`src/rtl/player_crash_controller.sv`:
```
// player_crash_controller: per-frame crash/respawn FSM with lives, blink and fuel pickup events
module player_crash_controller #(
  parameter int CRASH_FRAMES  = 60,
  parameter int INVULN_FRAMES = 90,
  parameter int BLINK_PERIOD  = 8,
  parameter int LIVES_INIT    = 3
) (
  input  logic       clk,
  input  logic       resetN,
  input  logic       frame_start,
  input  logic [0:1] collisions,
  input  logic       restart,
  output logic       crash_active,
  output logic       speed_freeze,
  output logic       invulnerable,
  output logic       player_visible,
  output logic       fuel_pickup,
  output logic [1:0] lives,
  output logic       game_over
);
  typedef enum logic [1:0] {DRIVING, CRASHED, RESPAWN, GAME_OVER} state_t;
  localparam logic [7:0] CRASH_LD  = 8'(CRASH_FRAMES - 1);
  localparam logic [7:0] INVULN_LD = 8'(INVULN_FRAMES - 1);
  localparam logic [7:0] BLINK_TOP = 8'(BLINK_PERIOD - 1);
  localparam logic [1:0] LIVES_LD  = 2'(LIVES_INIT);
  state_t     state, state_n;
  logic [7:0] cnt, cnt_n, blink, blink_n;
  logic [1:0] lives_n;
  logic       vis_n, fuel_prev, fuel_prev_n, pickup_n, hit;
  always_comb begin
    state_n     = state;
    cnt_n       = cnt;
    blink_n     = blink;
    lives_n     = lives;
    vis_n       = player_visible;
    pickup_n    = 1'b0;
    fuel_prev_n = frame_start ? collisions[1] : fuel_prev;
    hit         = frame_start && state == DRIVING && collisions[0];
    if (restart) begin
      state_n = DRIVING;
      cnt_n   = '0;
      blink_n = '0;
      lives_n = LIVES_LD;
      vis_n   = 1'b1;
    end else if (frame_start) begin
      // a crash on this tick swallows any simultaneous fuel edge
      pickup_n = collisions[1] && !fuel_prev && !hit && (state == DRIVING || state == RESPAWN);
      case (state)
        DRIVING: if (collisions[0]) begin
          lives_n = lives <= 2'd1 ? 2'd0 : lives - 2'd1;
          state_n = lives <= 2'd1 ? GAME_OVER : CRASHED;
          cnt_n   = lives <= 2'd1 ? cnt : CRASH_LD;
        end
        CRASHED: begin
          state_n = cnt == 8'd0 ? RESPAWN : CRASHED;
          cnt_n   = cnt == 8'd0 ? INVULN_LD : cnt - 8'd1;
          blink_n = cnt == 8'd0 ? 8'd0 : blink;
        end
        RESPAWN: begin
          state_n = cnt == 8'd0 ? DRIVING : RESPAWN;
          cnt_n   = cnt == 8'd0 ? 8'd0 : cnt - 8'd1;
          blink_n = cnt == 8'd0 || blink == BLINK_TOP ? 8'd0 : blink + 8'd1;
          vis_n   = cnt == 8'd0 ? 1'b1 : (blink == BLINK_TOP ? !player_visible : player_visible);
        end
        default: ;
      endcase
    end
  end
  always_ff @(posedge clk or negedge resetN) begin
    if (!resetN) begin
      state          <= DRIVING;
      cnt            <= '0;
      blink          <= '0;
      lives          <= LIVES_LD;
      player_visible <= 1'b1;
      fuel_prev      <= 1'b0;
      fuel_pickup    <= 1'b0;
    end else begin
      state          <= state_n;
      cnt            <= cnt_n;
      blink          <= blink_n;
      lives          <= lives_n;
      player_visible <= vis_n;
      fuel_prev      <= fuel_prev_n;
      fuel_pickup    <= pickup_n;
    end
  end
  assign crash_active = state == CRASHED;
  assign speed_freeze = state == CRASHED || state == GAME_OVER;
  assign invulnerable = state == RESPAWN;
  assign game_over    = state == GAME_OVER;
endmodule

```
`config.mk`:
```
export PLATFORM = sky130hd
export DESIGN_NAME = player_crash_controller
export DESIGN_NICKNAME = d
export VERILOG_FILES = /design/src/rtl/player_crash_controller.sv
export SDC_FILE = /design/constraint.sdc
export NUM_CORES = 1
export LEC_CHECK = 0
export CORE_MARGIN = 1.5
export CORE_UTILIZATION = 59
export CTS_BUF_LIST = sky130_fd_sc_hd__clkbuf_2
export DETAILED_ROUTE_END_ITERATION = 8
export PLACE_DENSITY = 0.86
export SLEW_MARGIN = 20
export SYNTH_ARGS = -nofsm -noshare
export SYNTH_HDL_FRONTEND = slang
export SYNTH_SLANG_ARGS = --single-unit
```
`constraint.sdc`:
```
create_clock -name clk -period 2.27 [get_ports clk]
set_clock_uncertainty 0.15 [all_clocks]
set_input_delay 0.227 -clock clk [delete_from_list [all_inputs] [get_ports clk]]
set_output_delay 0.227 -clock clk [all_outputs]
set_load 0.01 [all_outputs]
```
# Word-level counts from Yosys, hierarchy flattened
# Index checks and enable logic that the tools add are counted.
[op_classes]
n_mux = 31
n_addsub = 3
eq_ne = 7
n_reduce_logical = 25
order_cmp = 1
[op_table]
columns = ["cell", "count"]
rows = [
  ["8-bit 2-to-1 mux", 10],
  ["8-bit case mux with 3 select lines", 1],
  ["2-bit 2-to-1 mux", 11],
  ["8-bit case mux with 2 select lines", 1],
  ["3-bit AND reduction", 4],
  ["8-bit by 1-bit adder with 8-bit output, second input constant", 1],
  ["8-bit by 3-bit equality test with 1-bit output, second input constant", 1],
  ["8-bit logical NOT", 1],
  ["2-bit nonzero test", 4],
  ["8-bit by 1-bit subtractor with 8-bit output, second input constant", 1],
  ["1-bit 2-to-1 mux", 7],
  ["3-bit inequality test, second input constant", 2],
  ["2-bit case mux with 3 select lines", 1],
  ["3-bit nonzero test", 2],
  ["1-bit logical AND", 5],
  ["2-bit equality test, second input constant", 2],
  ["4-bit AND reduction", 1],
  ["4-bit nonzero test", 1],
  ["1-bit logical NOT", 3],
  ["1-bit logical OR", 3],
  ["3-bit by 2-bit inequality test with 1-bit output, second input constant", 1],
  ["2-bit by 1-bit equality test with 1-bit output, second input constant", 1],
  ["2-bit by 1-bit less-or-equal comparator with 1-bit output, second input constant", 1],
  ["2-bit logical NOT", 1],
  ["2-bit by 1-bit subtractor with 2-bit output, second input constant", 1],
]
[word_totals]
input_bits = 6
ff_bits = 23
out_inout_bits = 8
elab_cells = 74

# Depth between registers and ports, before layout
[depth]
word_depth = 8
depth_mapped = 8
mapped_depth_nobuf = 6

# Least setup slack after synthesis
# No wires, ideal clock.
[synth_timing]
kind = "reg-to-reg"
startpoint = "reg state[1]"
endpoint = "reg cnt[6]"
period_less_slack_ns = 1.962
slack_ns = 0.308
path_buffers = 2
required_ns = 2.019
arrival_ns = 1.712
path_stages_with_launch = 9
setup_time_ns = 0.101
path_cell_list = "dfrtp_1 inv_1 ha_1 buf_2 o31ai_1 a21oi_1 buf_2 o211ai_1 o32ai_1"
[synth_between]
elab_chain_cells = 4
word_cells_on_any_way = 10
cone_classes = "eq/ne: 4; mux: 3; reduce/logical: 3"
[synth_lines]
columns = ["element", "line_no", "text"]
rows = [
  ["from (decl)", "26", "state_t state, state_n;"],
  ["from (signal assigned)", "79", "state <= state_n;"],
  ["2-bit by 1-bit equality test with 1-bit output (*)", "-", ""],
  ["via crash_active", "13", "output logic crash_active,"],
  ["8-bit case mux with 3 select lines", "48", "case (state)"],
  ["8-bit 2-to-1 mux", "45", "end else if (frame_start) begin"],
  ["8-bit 2-to-1 mux", "39", "if (restart) begin"],
  ["to (signal assigned)", "80", "cnt <= cnt_n;"],
  ["to (decl)", "27", "logic [7:0] cnt, cnt_n, blink, blink_n;"],
]
# Mark *: on every way through the listed nets, which the timed path passes. The rest lies on a longest branch. The select of a mux whose other input is x is not followed.
# A chain may end at the register's enable or synchronous reset.

# Worst setup path in the final report
[layout_timing]
startpoint = "reg state[0]"
endpoint = "out invulnerable"
[layout_between]
elab_chain_cells = 1
[layout_lines]
columns = ["element", "line_no", "text"]
rows = [
  ["2-bit equality test", "90", "assign invulnerable = state == RESPAWN;"],
  ["to (decl)", "15", "output logic invulnerable,"],
]
# No other way between the ends.

==> flow_summary.toml <==
[status]
status = "finished clean"

[grt]
use_met1 = 0.375
grt_busiest_layer = "met2"
grt_first_pass_wirelength_um = 6300
grt_pass1_vias = 1416
antenna_found_initial = 0
use_met2 = 0.530
grt_use_met3 = 0.0333
grt_max_degree = 24
grt_overflow_total = 0
grt_use_total = 0.298

[logic_synthesis]
ys.warnings.count = 0
syn_area_per_cell_um2 = 8.98
synth-seq-cells = 23
syn-cell-area_um2 = 1520
ys.flop_type = "dfrtp_1"
ys_seq_area_frac = 0.382
syn_nets = 182
synth.distinct_cells = 44
syn_inst = 169
async_reset_ff_frac = 1.00
synth-edff-count = 0

[power]
cellPowerDensity_nw_per_um2 = 1030
p_total_mw = 1.82
leakagePower_nw = 0.726
ir_worst_vdd_uv = 1000

[placed_design]
portBuffers = 13
dp_hpwl_um = 2800
dp_slack_ps = 25.2
place_inst = 216
gp_congestion = 0.903
place_area_um2 = 1730

[die]
die_w_um = 53.7
initial_core_util = 0.618
placeableCoreArea_um2 = 2450
num_rows = 18
die_area_um2 = 2890
die_h_um = 53.7
ios = 14

[timing]
clock.fmax_ghz = 0.467
period_needed_ps = 2140
slew_headroom = 0.621
setup_violations = 0
finalCritPeriodShare = 0.944
setup_ws_ps = 127
whs_ps = 41.9
tns_ps = 0
hold_viol = 0
worstMarginPinSlew_ps = 569
slew_violations = 0

[finish]
final-seq-area_um2 = 579
finalInstanceArea_um2 = 1770
layout_common_cells = "dfrtp_1 (20), inv_1 (16), nand2_1 (15)"
final_common_cell = "dfrtp_1"
multi_input_area_um2 = 868
drive_gt1_frac = 0.153
final_util = 0.719
area_delta_synth_final_pct = 16.3
fin_nets = 204
antennaDiodeCount = 0
n_fill_cell = 198
layout.cells.non_filler = 220

[detailed_routing]
viasPerCell = 6.45
final_antenna_net_count = 0
dr.pass1.iters = 5
wirelength_um = 3730
vias = 1420
wl_per_cell_um = 16.9
drt_iter0_drc = 39
drcViolationCount = 0

[clock_tree]
clk_path_buf_depth = 2
cts.sinks = 23
cts_buffers = 3
cts-root-buf = "clkbuf_2"
postCtsSetupBuffers = 0
cts_tree = "done"
clock_latency_ps = 340
cts_hold_buffers = 0
clkSlewWorstSetupHoldPaths_ps = 240
ctsHtreeMaxLevel = 1

[worst_setup_path]
cpLargestDelayFamily = "buffers and inverters"
path_cells = "inv_1 > ha_2 > clkdlybuf4s50_1"
path_buf_inv = 2
crit_type = "reg -> out"
cpPeakStageDelay_ps = 570
cp.arrival_ps = 1770
cp_max_fo = 8
worstSetupStartpointType = "register"
cp_slowest_cell = "clkdlybuf4s50_1"
critPathCaptureType = "output pin"
critPathRequiredTime_ps = 1890

[worst_hold_path]
worstHoldPathType = "in -> async"

[job]
maxCapViolCount = 0
[area by class of cell]
cell class,count,share of cell area
repair buffers,22,0.113
well taps,30,0.0213
inverters,16,0.0340
clock buffers,3,0.00850
clock inverters,1,0.00283
flip-flops and latches,23,0.328
multi-input cells,125,0.492
[routing by layer]
layer	wire length (um)	share of wire
met5	0	0
met4	56	0.015
met3	157	0.042
met2	1940	0.52
met1	1580	0.42
[state kept, by name, indices dropped and copies added (netlist names)]
signal,flops
fuel_prev,1
player_visible,1
fuel_pickup,1
state,2
lives,2
blink,8
cnt,8
[power breakdown]
group	leakage [nW]	total [mW]	switching, mW	internal [mW]
combinational	0.407	1.09	0.616	0.473
sequential	0.303	0.562	0.0875	0.475
clock	0.0164	0.171	0.131	0.0399
[cell families (layout without fill, tap and decap cells)]
| group | count (synthesis) | after routing | synth area share |
|---|---|---|---|
| DFF | 23 | 23 | 0.382 |
| and+or+nand+nor | 61 | 61 | 0.228 |
| AOI/OAI and AO/OA | 53 | 53 | 0.253 |
| adders and majority gates | 7 | 7 | 0.0577 |
| muxes | 2 | 2 | 0.0132 |
| buffers and inverters | 21 | 42 | 0.0544 |
| xor gates and xnor gates | 2 | 2 | 0.0115 |
[synth_stat cells (3+ instances only)]
library cell,instances,area (um^2)
o221ai_1,4,35.0
nor3_1,5,25.0
dfstp_2,3,78.8
nand2b_1,3,18.8
nand2_1,15,56.3
a211oi_1,3,22.5
a21oi_1,8,40.0
inv_1,16,60.1
o21ai_0,12,60.1
dfrtp_1,20,500
nor2_1,8,30.0
a31oi_1,3,18.8
nand4_1,3,18.8
o22ai_1,4,25.0
nand3_1,12,60.1
nor3b_1,3,22.5
a311oi_1,3,26.3
ha_1,7,87.6
buf_2,3,15.0
o32ai_1,3,26.3
[final timing paths]
kind,startpoint,depth (start not counted),end,slack [ps]
setup / recovery,state[0],3,invulnerable,130
hold / removal,resetN,2,fuel_prev,40
setup reg to reg,blink[0],5,blink[3],180
hold reg to reg,blink[0],1,blink[0],380
max in group asynchronous,resetN,2,lives[1],1650
min in group clk,collisions[1],3,fuel_pickup,270
[timing repair]
action,4_1_cts,5_1_grt
setup endpoints to repair,1,3
cloned,0,0
resized for setup,1,3
(Power assumes the default switching activity.)
